### config.mk
export PLATFORM = sky130hd
export DESIGN_NAME = pulse_sequencer
export DESIGN_NICKNAME = d
export VERILOG_FILES = /design/src/rtl/pulse_sequencer_pkg.sv /design/src/rtl/pulse_seq_table.sv /design/src/rtl/pulse_sequencer.sv
export SDC_FILE = /design/constraint.sdc
export NUM_CORES = 1
export LEC_CHECK = 0
export ABC_AREA = 1
export ABC_CLOCK_PERIOD_IN_PS = 6400
export CORE_UTILIZATION = 52
export DETAILED_ROUTE_END_ITERATION = 16
export PLACE_DENSITY = 0.7
export SLEW_MARGIN = 15
export SYNTH_ARGS = -nofsm -noshare
export SYNTH_HDL_FRONTEND = slang
export SYNTH_SLANG_ARGS = --single-unit
### constraint.sdc
create_clock -name Clock -period 6.4 [get_ports Clock]
set_input_delay 1.6 -clock Clock [delete_from_list [all_inputs] [get_ports Clock]]
set_output_delay 1.6 -clock Clock [all_outputs]
set_load 0.02 [all_outputs]
### src/rtl/pulse_sequencer_pkg.sv
// Shared definitions for the pulse sequencer and the PWM pulse counter it
// drives.
//   CW_DEF  : default width of the counter Din field and of segment periods.
//   state_t : sequencer FSM encoding (IDLE=0, LOAD=1, RUN=2).
package pulse_sequencer_pkg;

  localparam int CW_DEF = 34;

  typedef enum logic [1:0] {
    ST_IDLE = 2'd0,
    ST_LOAD = 2'd1,
    ST_RUN  = 2'd2
  } state_t;

endpackage

### src/rtl/pulse_seq_table.sv
// Segment table: DEPTH entries of {width, period}. Each entry is 2*CW bits.
// Writes are synchronous. The read is combinational. Contents are not reset.
//   clock   : rising-edge clock
//   wr_en   : write strobe
//   wr_addr : entry index to write
//   wr_data : {width, period} to store
//   rd_addr : entry index to read
//   rd_data : {width, period} at rd_addr
module pulse_seq_table #(
  parameter int DEPTH = 8,
  parameter int AW    = 3,
  parameter int CW    = 34
) (
  input  logic            clock,
  input  logic            wr_en,
  input  logic [AW-1:0]   wr_addr,
  input  logic [2*CW-1:0] wr_data,
  input  logic [AW-1:0]   rd_addr,
  output logic [2*CW-1:0] rd_data
);

  logic [2*CW-1:0] mem [DEPTH];

  always_ff @(posedge clock) begin
    if (wr_en) mem[wr_addr] <= wr_data;
  end

  assign rd_data = mem[rd_addr];

endmodule

### src/rtl/pulse_sequencer.sv
// Pulse sequencer: plays table segments 0..LastSeg as (width, period) pairs
// on the Din/EN inputs of the PWM pulse counter. It can optionally loop.
// Each segment starts with one EN-low LOAD cycle. During that cycle the
// counter restarts and sees the new width. EN then stays high for `period`
// cycles.
//   Clock, Reset       : rising-edge clock, synchronous active-high reset
//   WrEn/WrAddr        : table write strobe and index
//   WrWidth/WrPeriod   : entry contents
//   LastSeg/Loop       : playback range and loop mode, latched at Start
//   Start/Stop         : playback control pulses. Stop has priority.
//   Width/EN           : to the counter Din/EN
//   SegIdx/Busy/Done   : status. Done pulses on normal completion.
module pulse_sequencer
  import pulse_sequencer_pkg::*;
#(
  parameter int DEPTH = 8,
  parameter int AW    = 3,
  parameter int CW    = CW_DEF
) (
  input  logic          Clock,
  input  logic          Reset,
  input  logic          WrEn,
  input  logic [AW-1:0] WrAddr,
  input  logic [CW-1:0] WrWidth,
  input  logic [CW-1:0] WrPeriod,
  input  logic [AW-1:0] LastSeg,
  input  logic          Loop,
  input  logic          Start,
  input  logic          Stop,
  output logic [CW-1:0] Width,
  output logic          EN,
  output logic [AW-1:0] SegIdx,
  output logic          Busy,
  output logic          Done
);

  typedef struct packed {
    logic [CW-1:0] width;
    logic [CW-1:0] period;
  } entry_t;

  state_t        state, state_nxt;
  logic [CW-1:0] rem, rem_nxt;
  logic [CW-1:0] width_nxt;
  logic [AW-1:0] seg_nxt, last_q, last_nxt, load_addr;
  logic          loop_q, loop_nxt;
  logic          en_nxt, done_nxt, enter_load;
  entry_t        rd_entry;

  // The entry to be loaded next depends only on registered state. This keeps
  // the table read path free of any loop through the next-state logic.
  always_comb begin
    load_addr = '0;
    if (state == ST_RUN && SegIdx != last_q) load_addr = SegIdx + AW'(1);
  end

  pulse_seq_table #(.DEPTH(DEPTH), .AW(AW), .CW(CW)) u_table (
    .clock   (Clock),
    .wr_en   (WrEn),
    .wr_addr (WrAddr),
    .wr_data ({WrWidth, WrPeriod}),
    .rd_addr (load_addr),
    .rd_data (rd_entry)
  );

  always_comb begin
    state_nxt  = state;
    seg_nxt    = SegIdx;
    rem_nxt    = rem;
    width_nxt  = Width;
    last_nxt   = last_q;
    loop_nxt   = loop_q;
    en_nxt     = 1'b0;
    done_nxt   = 1'b0;
    enter_load = 1'b0;

    case (state)
      ST_IDLE: begin
        if (Start) begin
          state_nxt  = ST_LOAD;
          seg_nxt    = '0;
          last_nxt   = LastSeg;
          loop_nxt   = Loop;
          enter_load = 1'b1;
        end
      end
      ST_LOAD: begin
        state_nxt = ST_RUN;
        en_nxt    = 1'b1;
      end
      ST_RUN: begin
        en_nxt = 1'b1;
        if (rem <= CW'(1)) begin
          en_nxt = 1'b0;
          if (SegIdx != last_q) begin
            state_nxt  = ST_LOAD;
            seg_nxt    = SegIdx + AW'(1);
            enter_load = 1'b1;
          end else if (loop_q) begin
            state_nxt  = ST_LOAD;
            seg_nxt    = '0;
            enter_load = 1'b1;
          end else begin
            state_nxt = ST_IDLE;
            done_nxt  = 1'b1;
          end
        end else begin
          rem_nxt = rem - CW'(1);
        end
      end
      default: state_nxt = ST_IDLE;
    endcase

    // The segment is latched on entry to LOAD. Table writes after this point
    // only affect the next play of that entry. A period of 0 plays as 1.
    if (enter_load) begin
      width_nxt = rd_entry.width;
      rem_nxt   = (rd_entry.period == '0) ? CW'(1) : rd_entry.period;
    end

    // Abort: drop to IDLE with no Done. Width, SegIdx and the counter hold.
    if (Stop) begin
      state_nxt = ST_IDLE;
      seg_nxt   = SegIdx;
      rem_nxt   = rem;
      width_nxt = Width;
      last_nxt  = last_q;
      loop_nxt  = loop_q;
      en_nxt    = 1'b0;
      done_nxt  = 1'b0;
    end
  end

  always_ff @(posedge Clock) begin
    if (Reset) begin
      state  <= ST_IDLE;
      rem    <= '0;
      last_q <= '0;
      loop_q <= 1'b0;
      Width  <= '0;
      EN     <= 1'b0;
      SegIdx <= '0;
      Busy   <= 1'b0;
      Done   <= 1'b0;
    end else begin
      state  <= state_nxt;
      rem    <= rem_nxt;
      last_q <= last_nxt;
      loop_q <= loop_nxt;
      Width  <= width_nxt;
      EN     <= en_nxt;
      SegIdx <= seg_nxt;
      Busy   <= (state_nxt != ST_IDLE);
      Done   <= done_nxt;
    end
  end

endmodule

== Yosys cells after proc, flatten, opt, wreduce, memory -nomap -nowiden ==
Memories as Yosys holds them, arrays and structs flattened.
Index checks and enable logic that the tools add are counted.

* $add $sub $neg: 2
* Multipliers: 0
* Div/mod/pow operators: 0
* $lt $le $gt $ge: 1
* Equality and inequality tests: 7
* Shifts and indexed selects: 0
* Multiplexer cells: 26
* Bitwise gates (word level): 3
* Reduce and logical (&&, ||, !) cells: 12

{| class="wikitable"
|+ Operators by type and width
! cell !! number
|-
| $mux W34 || 4
|-
| $le A34 B1 Y1 const B || 1
|-
| $logic_not A34 Y1 || 1
|-
| $sub A34 B1 Y34 const B || 1
|-
| $mux W3 || 5
|-
| $mux W1 || 10
|-
| $mux W2 || 3
|-
| $pmux W2 S3 || 1
|-
| $pmux W3 S2 || 1
|-
| $reduce_and A3 Y1 || 2
|-
| $reduce_bool A2 Y1 || 3
|-
| $reduce_and A5 Y1 || 1
|-
| $reduce_or A5 Y1 || 1
|-
| $ne A2 B2 Y1 const B || 2
|-
| $pmux W1 S2 || 2
|-
| $add A3 B1 Y3 const B || 1
|-
| $ne A3 B2 Y1 const B || 1
|-
| $ne A3 B3 Y1 || 1
|-
| $not A1 Y1 || 3
|-
| $eq A2 B1 Y1 const B || 1
|-
| $eq A2 B2 Y1 const B || 1
|-
| $logic_not A2 Y1 || 1
|-
| $ne A2 B1 Y1 const B || 1
|-
| $reduce_and A2 Y1 || 1
|-
| 2 further kinds || 2
|}

* Flip-flop bits (word level): 80
* Bits in latches: 0
* Memory bits (writable): 544
* Memory bits (read-only): 0
* Bits of input ports: 80
* Memories: 1

{| class="wikitable"
|+ Memory list
! name !! words !! width !! read ports !! clocked after memory_dff !! wr ports !! line !! text
|-
| u_table.mem || 8 || 68 || 1 || 0 || 1 || pulse_seq_table.sv:22 || <nowiki>logic [2*CW-1:0] mem [DEPTH];</nowiki>
|}

== Depth between registers and ports, before layout ==
An unclocked memory read counts as a cell.

* Depth after elaboration: 7
* Depth in mapped cells: 21
* Gate-level depth less buffers: 19

== Modules after synthesis ==
Synthesis repeated with hierarchy kept, for this count alone.

* Cell total of the unflattened synthesis: 3114
* Area total of the unflattened synthesis: 28268.4 µm²

{| class="wikitable"
|+ By module, submodules not included
! module !! instances !! cells each !! area an instance (µm²)
|-
| pulse_seq_table || 1 || 2368 || 23653.9
|-
| pulse_sequencer || 1 || 746 || 4614.4
|}

== Least setup slack after synthesis ==
Ideal clock, no wire load.

* Kind: input port to flip-flop
* Start point: input port WrAddr[0]
* End point: memory u_table.mem[0][0] in the netlist's numbering, enable pin
* Data arrival time: 4583 ps
* Required time: 5905 ps
* Slack: 1322 ps
* Stages: 3
* Buffers on the path: 0
* Cells stage by stage: inv_1 -> nand2_1 -> nor2_1

{| class="wikitable"
|+ RTL lines
! item !! line !! text
|-
| start: declaration || pulse_sequencer.sv:23 || <nowiki>input logic [AW-1:0] WrAddr,</nowiki>
|-
| end: declaration || pulse_seq_table.sv:22 ||
|}

No word-level cell before the write port.

== Worst setup path in the final report ==
* Start point: register state[0]
* End point: register Width[7]

* Longest elaborated chain between the ends: 4
* Elaborated cells on any way between the ends: 7
* Classes of those cells: eq/ne (1); mux (2); reduce/logical (3); memory (1)

{| class="wikitable"
|+ Ends and longest elaborated chain
! item !! line !! text
|-
| start: declaration || pulse_sequencer.sv:42 || <nowiki>state_t state, state_nxt;</nowiki>
|-
| start signal: assignment || pulse_sequencer.sv:146 || <nowiki>state <= state_nxt;</nowiki>
|-
| $eq A2 B2 Y1 || pulse_sequencer.sv:54, pulse_sequencer.sv:77 ||
|-
| $logic_and A1 B1 Y1 || pulse_sequencer.sv:54 || <nowiki>if (state == ST_RUN && SegIdx != last_q) load_addr = SegIdx + AW'(1);</nowiki>
|-
| $mux W3 || pulse_sequencer.sv:54 ||
|-
| $mem_v2 Z8 W68 || - ||
|-
| end signal: assignment || pulse_sequencer.sv:150 || <nowiki>Width <= width_nxt;</nowiki>
|-
| end: declaration || pulse_sequencer.sv:30 || <nowiki>output logic [CW-1:0] Width,</nowiki>
|}

Several ways; a longest one is shown, not always the timed one.
A chain may end at the register's enable or synchronous reset.

==> flow_summary.yaml <==
cts:
  cts_resized: 0
  cts_tree: "done"
  clk_latency_ns: 0.62
  cts_sinks: 624
  cts_max_path_buffers: 3
  cts-root-buf: "clkbuf_16"
  clk_pin_slew_ns: 0.06
  post-cts-setup-buffers: 0
  numCtsBuffers: 60
  cts_hold_buf: 0
  htreeDepth: 2
finish:
  n_fill_cell: 3997
  finish.net_count: 2599
  final_cells: 3236
  postLayoutCellArea_sq_um: 30120
  post-route-util_pct: 60.16
  drive_above_1_share_pct: 5.972
  area_growth_pct: 14.41
placed_design:
  gp_congestion: 0.8797
  place_inst: 3122
  hpwl_microns: 33270
  placed_area_sq_um: 28050
  portBuffers: 119
grt:
  grt_pass1_vias: 17362
  grt_usage_pct: 24.18
  grt_start_max_net_pins: 130
  antenna_found_initial: 5
  grt_pass1_wl_microns: 95690
  gr-total-overflow: 0
worst_setup_path:
  cp_slowest_cell: "inv_4"
  cp-start-kind: "register"
  cp_max_fo: 129
  cp_slowest_stage_delay_ns: 0.93
  crit_chain: "inv_1 > ha_1 > inv_1 > nor2_4 > buf_4 > nand2_8 > inv_4 > buf_4 > nand2_1 > nand3_1 > nand3_1 > a31oi_1"
  cp-end-kind: "register"
  reg2reg_slack_ns: 1.90
  worstPathArrival_ns: 5.02
  path_class: "register to register"
  crit_required_ns: 6.92
status:
  status: "finished clean"
routing:
  drtPass1Iterations: 5
  routed_wl_microns: 61710
  drc_errors: 0
  antenna_left: 0
  wl_per_cell_microns: 19.07
  vias: 17919
  drtIter0Drc: 1648
  viasPerCell: 5.537
floorplanning:
  start_util_pct: 52.58
  rows: 82
  die_w_microns: 227.0
  core_sq_um: 50070
  die_height_microns: 227.0
  fp.dieArea_sq_um: 51530
  io_pins: 120
run:
  maxCapViolCount: 0
sta:
  fin_skew_ns: 0.01281
  rsz0062_at_grt: "false"
  post-route-min-period_ns: 4.500
  report.final.slew_viol_count: 0
  period_share_pct: 70.32
  setup_viol: 0
  hold_viol: 0
  worstMarginPinSlew_ns: 1.111
  timing.fmax_mhz: 222.2
  fin_tns_setup_ns: 0
  max_slew_margin_pct: 25.78
yosys:
  synthCells: 2444
  synth.distinct_cells: 34
  yosysTopAreaCellShare_pct: 62.05
  syn_nets: 2531
  ys_ff_latch: 624
  syn-cell-area_sq_um: 26330
  yosys.area.top_type: "edfxtp_1"
  yosysWarnings: 0
  synth-seq-area-share_pct: 68.13
  syn_avg_cell_area_sq_um: 10.77
  netlist_top_cells_area: "edfxtp_1, nand2_1, nand3_1, dfxtp_1, inv_1"
pwr:
  p_leak_nw: 11.47
  vdd_drop_max_mv: 0.2373
  p_per_area_nw_per_um2: 294.2
worst_hold_path:
  worstHoldPathType: "register to register"
-- area by class of cell --
| class | count | area (sq um) | area share [%] |
|---|---|---|---|
| Antenna cell | 2 | 5.005 | 0.01662 |
| Timing Repair Buffer | 148 | 1459 | 4.843 |
| Clock buffer | 80 | 1708 | 5.670 |
| Multi-Input combinational cell | 1471 | 7032 | 23.34 |
| Inverter | 207 | 780.7 | 2.592 |
| Sequential cell | 624 | 17940 | 59.55 |
| Clock inverter | 32 | 359.1 | 1.192 |
| Tap cell | 672 | 840.8 | 2.791 |
-- final timing paths --
check / start / cells after the start / to
worst min-delay path: last_q[1] / 2 / last_q[1]
worst max-delay path: state[0] / 12 / Width[7]
worst max register to register: state[0] / 12 / Width[7]
worst min register to register: last_q[1] / 2 / last_q[1]
-- worst max-delay path: cells and delay by family, from the launching register on --
kind	cells	cell delay, ns
AOI/OAI and AO/OA	1	0.20
adders and majority gates	1	0.36
buffers and inverters	5	2.36
DFF	1	0.34
and+or+nand+nor	5	0.99
-- cell usage in the layout (no fill, tap or decap), types with 4 or more instances in the layout --
master | synthesis | layout
a21oi_1 | 51 | 51
a31oi_1 | 46 | 46
buf_12 | 0 | 4
buf_4 | 12 | 25
bufinv_16 | 0 | 7
clkbuf_1 | 35 | 8
clkbuf_16 | 0 | 61
clkbuf_8 | 0 | 11
clkdlybuf4s50_1 | 0 | 119
clkinv_1 | 0 | 5
clkinv_2 | 0 | 16
clkinvlp_4 | 0 | 4
dfxtp_1 | 80 | 80
edfxtp_1 | 544 | 544
ha_1 | 7 | 7
inv_1 | 207 | 202
nand2_1 | 625 | 625
nand3_1 | 395 | 395
nand3b_1 | 78 | 78
nand4_1 | 6 | 6
nor2_1 | 104 | 95
nor2_4 | 0 | 10
nor3_1 | 7 | 7
o211ai_1 | 6 | 6
o21ai_0 | 95 | 95
o21ai_1 | 8 | 8
xnor2_1 | 8 | 8
xor2_1 | 16 | 16
-- registers in the layout, summed over array words and instances (netlist names) --
register,cells
Width,34
rem,34
state,2
last_q,3
loop_q,1
u_table.mem,544
SegIdx,3
Done,1
EN,1
Busy,1
-- cell families (layout without fill, tap and decap cells) --
group	after synthesis	in the layout	synth area share, %
flops	624	624	68.13
xor+xnor	24	24	0.7984
compound gates	211	211	4.344
buf+inv	349	467	5.575
other cells	0	2	0
fa+ha+maj	7	7	0.3327
simple gates	1229	1229	20.82
-- routing by layer --
layer,share of wire (%),vias up,global-route usage (%)
li1,-,8531,-
met1,42,8676,31.64
met2,49,596,41.60
met3,6.4,108,4.040
met4,2.2,8,6.885
met5,0.089,-,0
-- cells in the mapped netlist --
| library cell | instances |
|---|---|
| nand2_1 | 625 |
| edfxtp_1 | 544 |
| nand3_1 | 395 |
| inv_1 | 207 |
| nor2_1 | 104 |
| o21ai_0 | 95 |
| dfxtp_1 | 80 |
| nand3b_1 | 78 |
| buf_2 | 71 |
| a21oi_1 | 51 |
| a31oi_1 | 46 |
| clkbuf_1 | 35 |
| buf_1 | 20 |
| xor2_1 | 16 |
| buf_4 | 12 |
| o21ai_1 | 8 |
| xnor2_1 | 8 |
| ha_1 | 7 |
| nor3_1 | 7 |
| nand4_1 | 6 |
| o211ai_1 | 6 |
| buf_6 | 3 |
| nand3_2 | 3 |
| nor2_2 | 3 |
| nor4_1 | 3 |
| a211oi_1 | 2 |
| nor3_2 | 2 |
| a21boi_0 | 1 |
| clkbuf_2 | 1 |
| nand2_2 | 1 |
| nor3b_1 | 1 |
| o21ai_2 | 1 |
| o32ai_1 | 1 |
| or3b_2 | 1 |
-- power breakdown --
group	total, mW	switching, mW	internal, mW
Combinational	0.580	0.385	0.195
Sequential	4.64	0.0636	4.58
Clock	3.64	1.49	2.15
Total	8.86	1.94	6.93
-- per-stage QoR --
| step | hold slack, ns | total power, mW | setup slack [ns] |
|---|---|---|---|
| 2_1_floorplan | 0.4441 | 5.059 | 1.322 |
| 3_3_place_gp | 0.4623 | 5.284 | 2.205 |
| 3_5_place_dp | 0.4695 | 5.302 | 2.017 |
| 4_1_cts | 0.4799 | 8.907 | 1.971 |
| 5_1_grt | 0.4963 | 9.148 | 1.548 |
| 6_report | 0.4782 | 8.863 | 1.900 |
(Power assumes the default switching activity.)
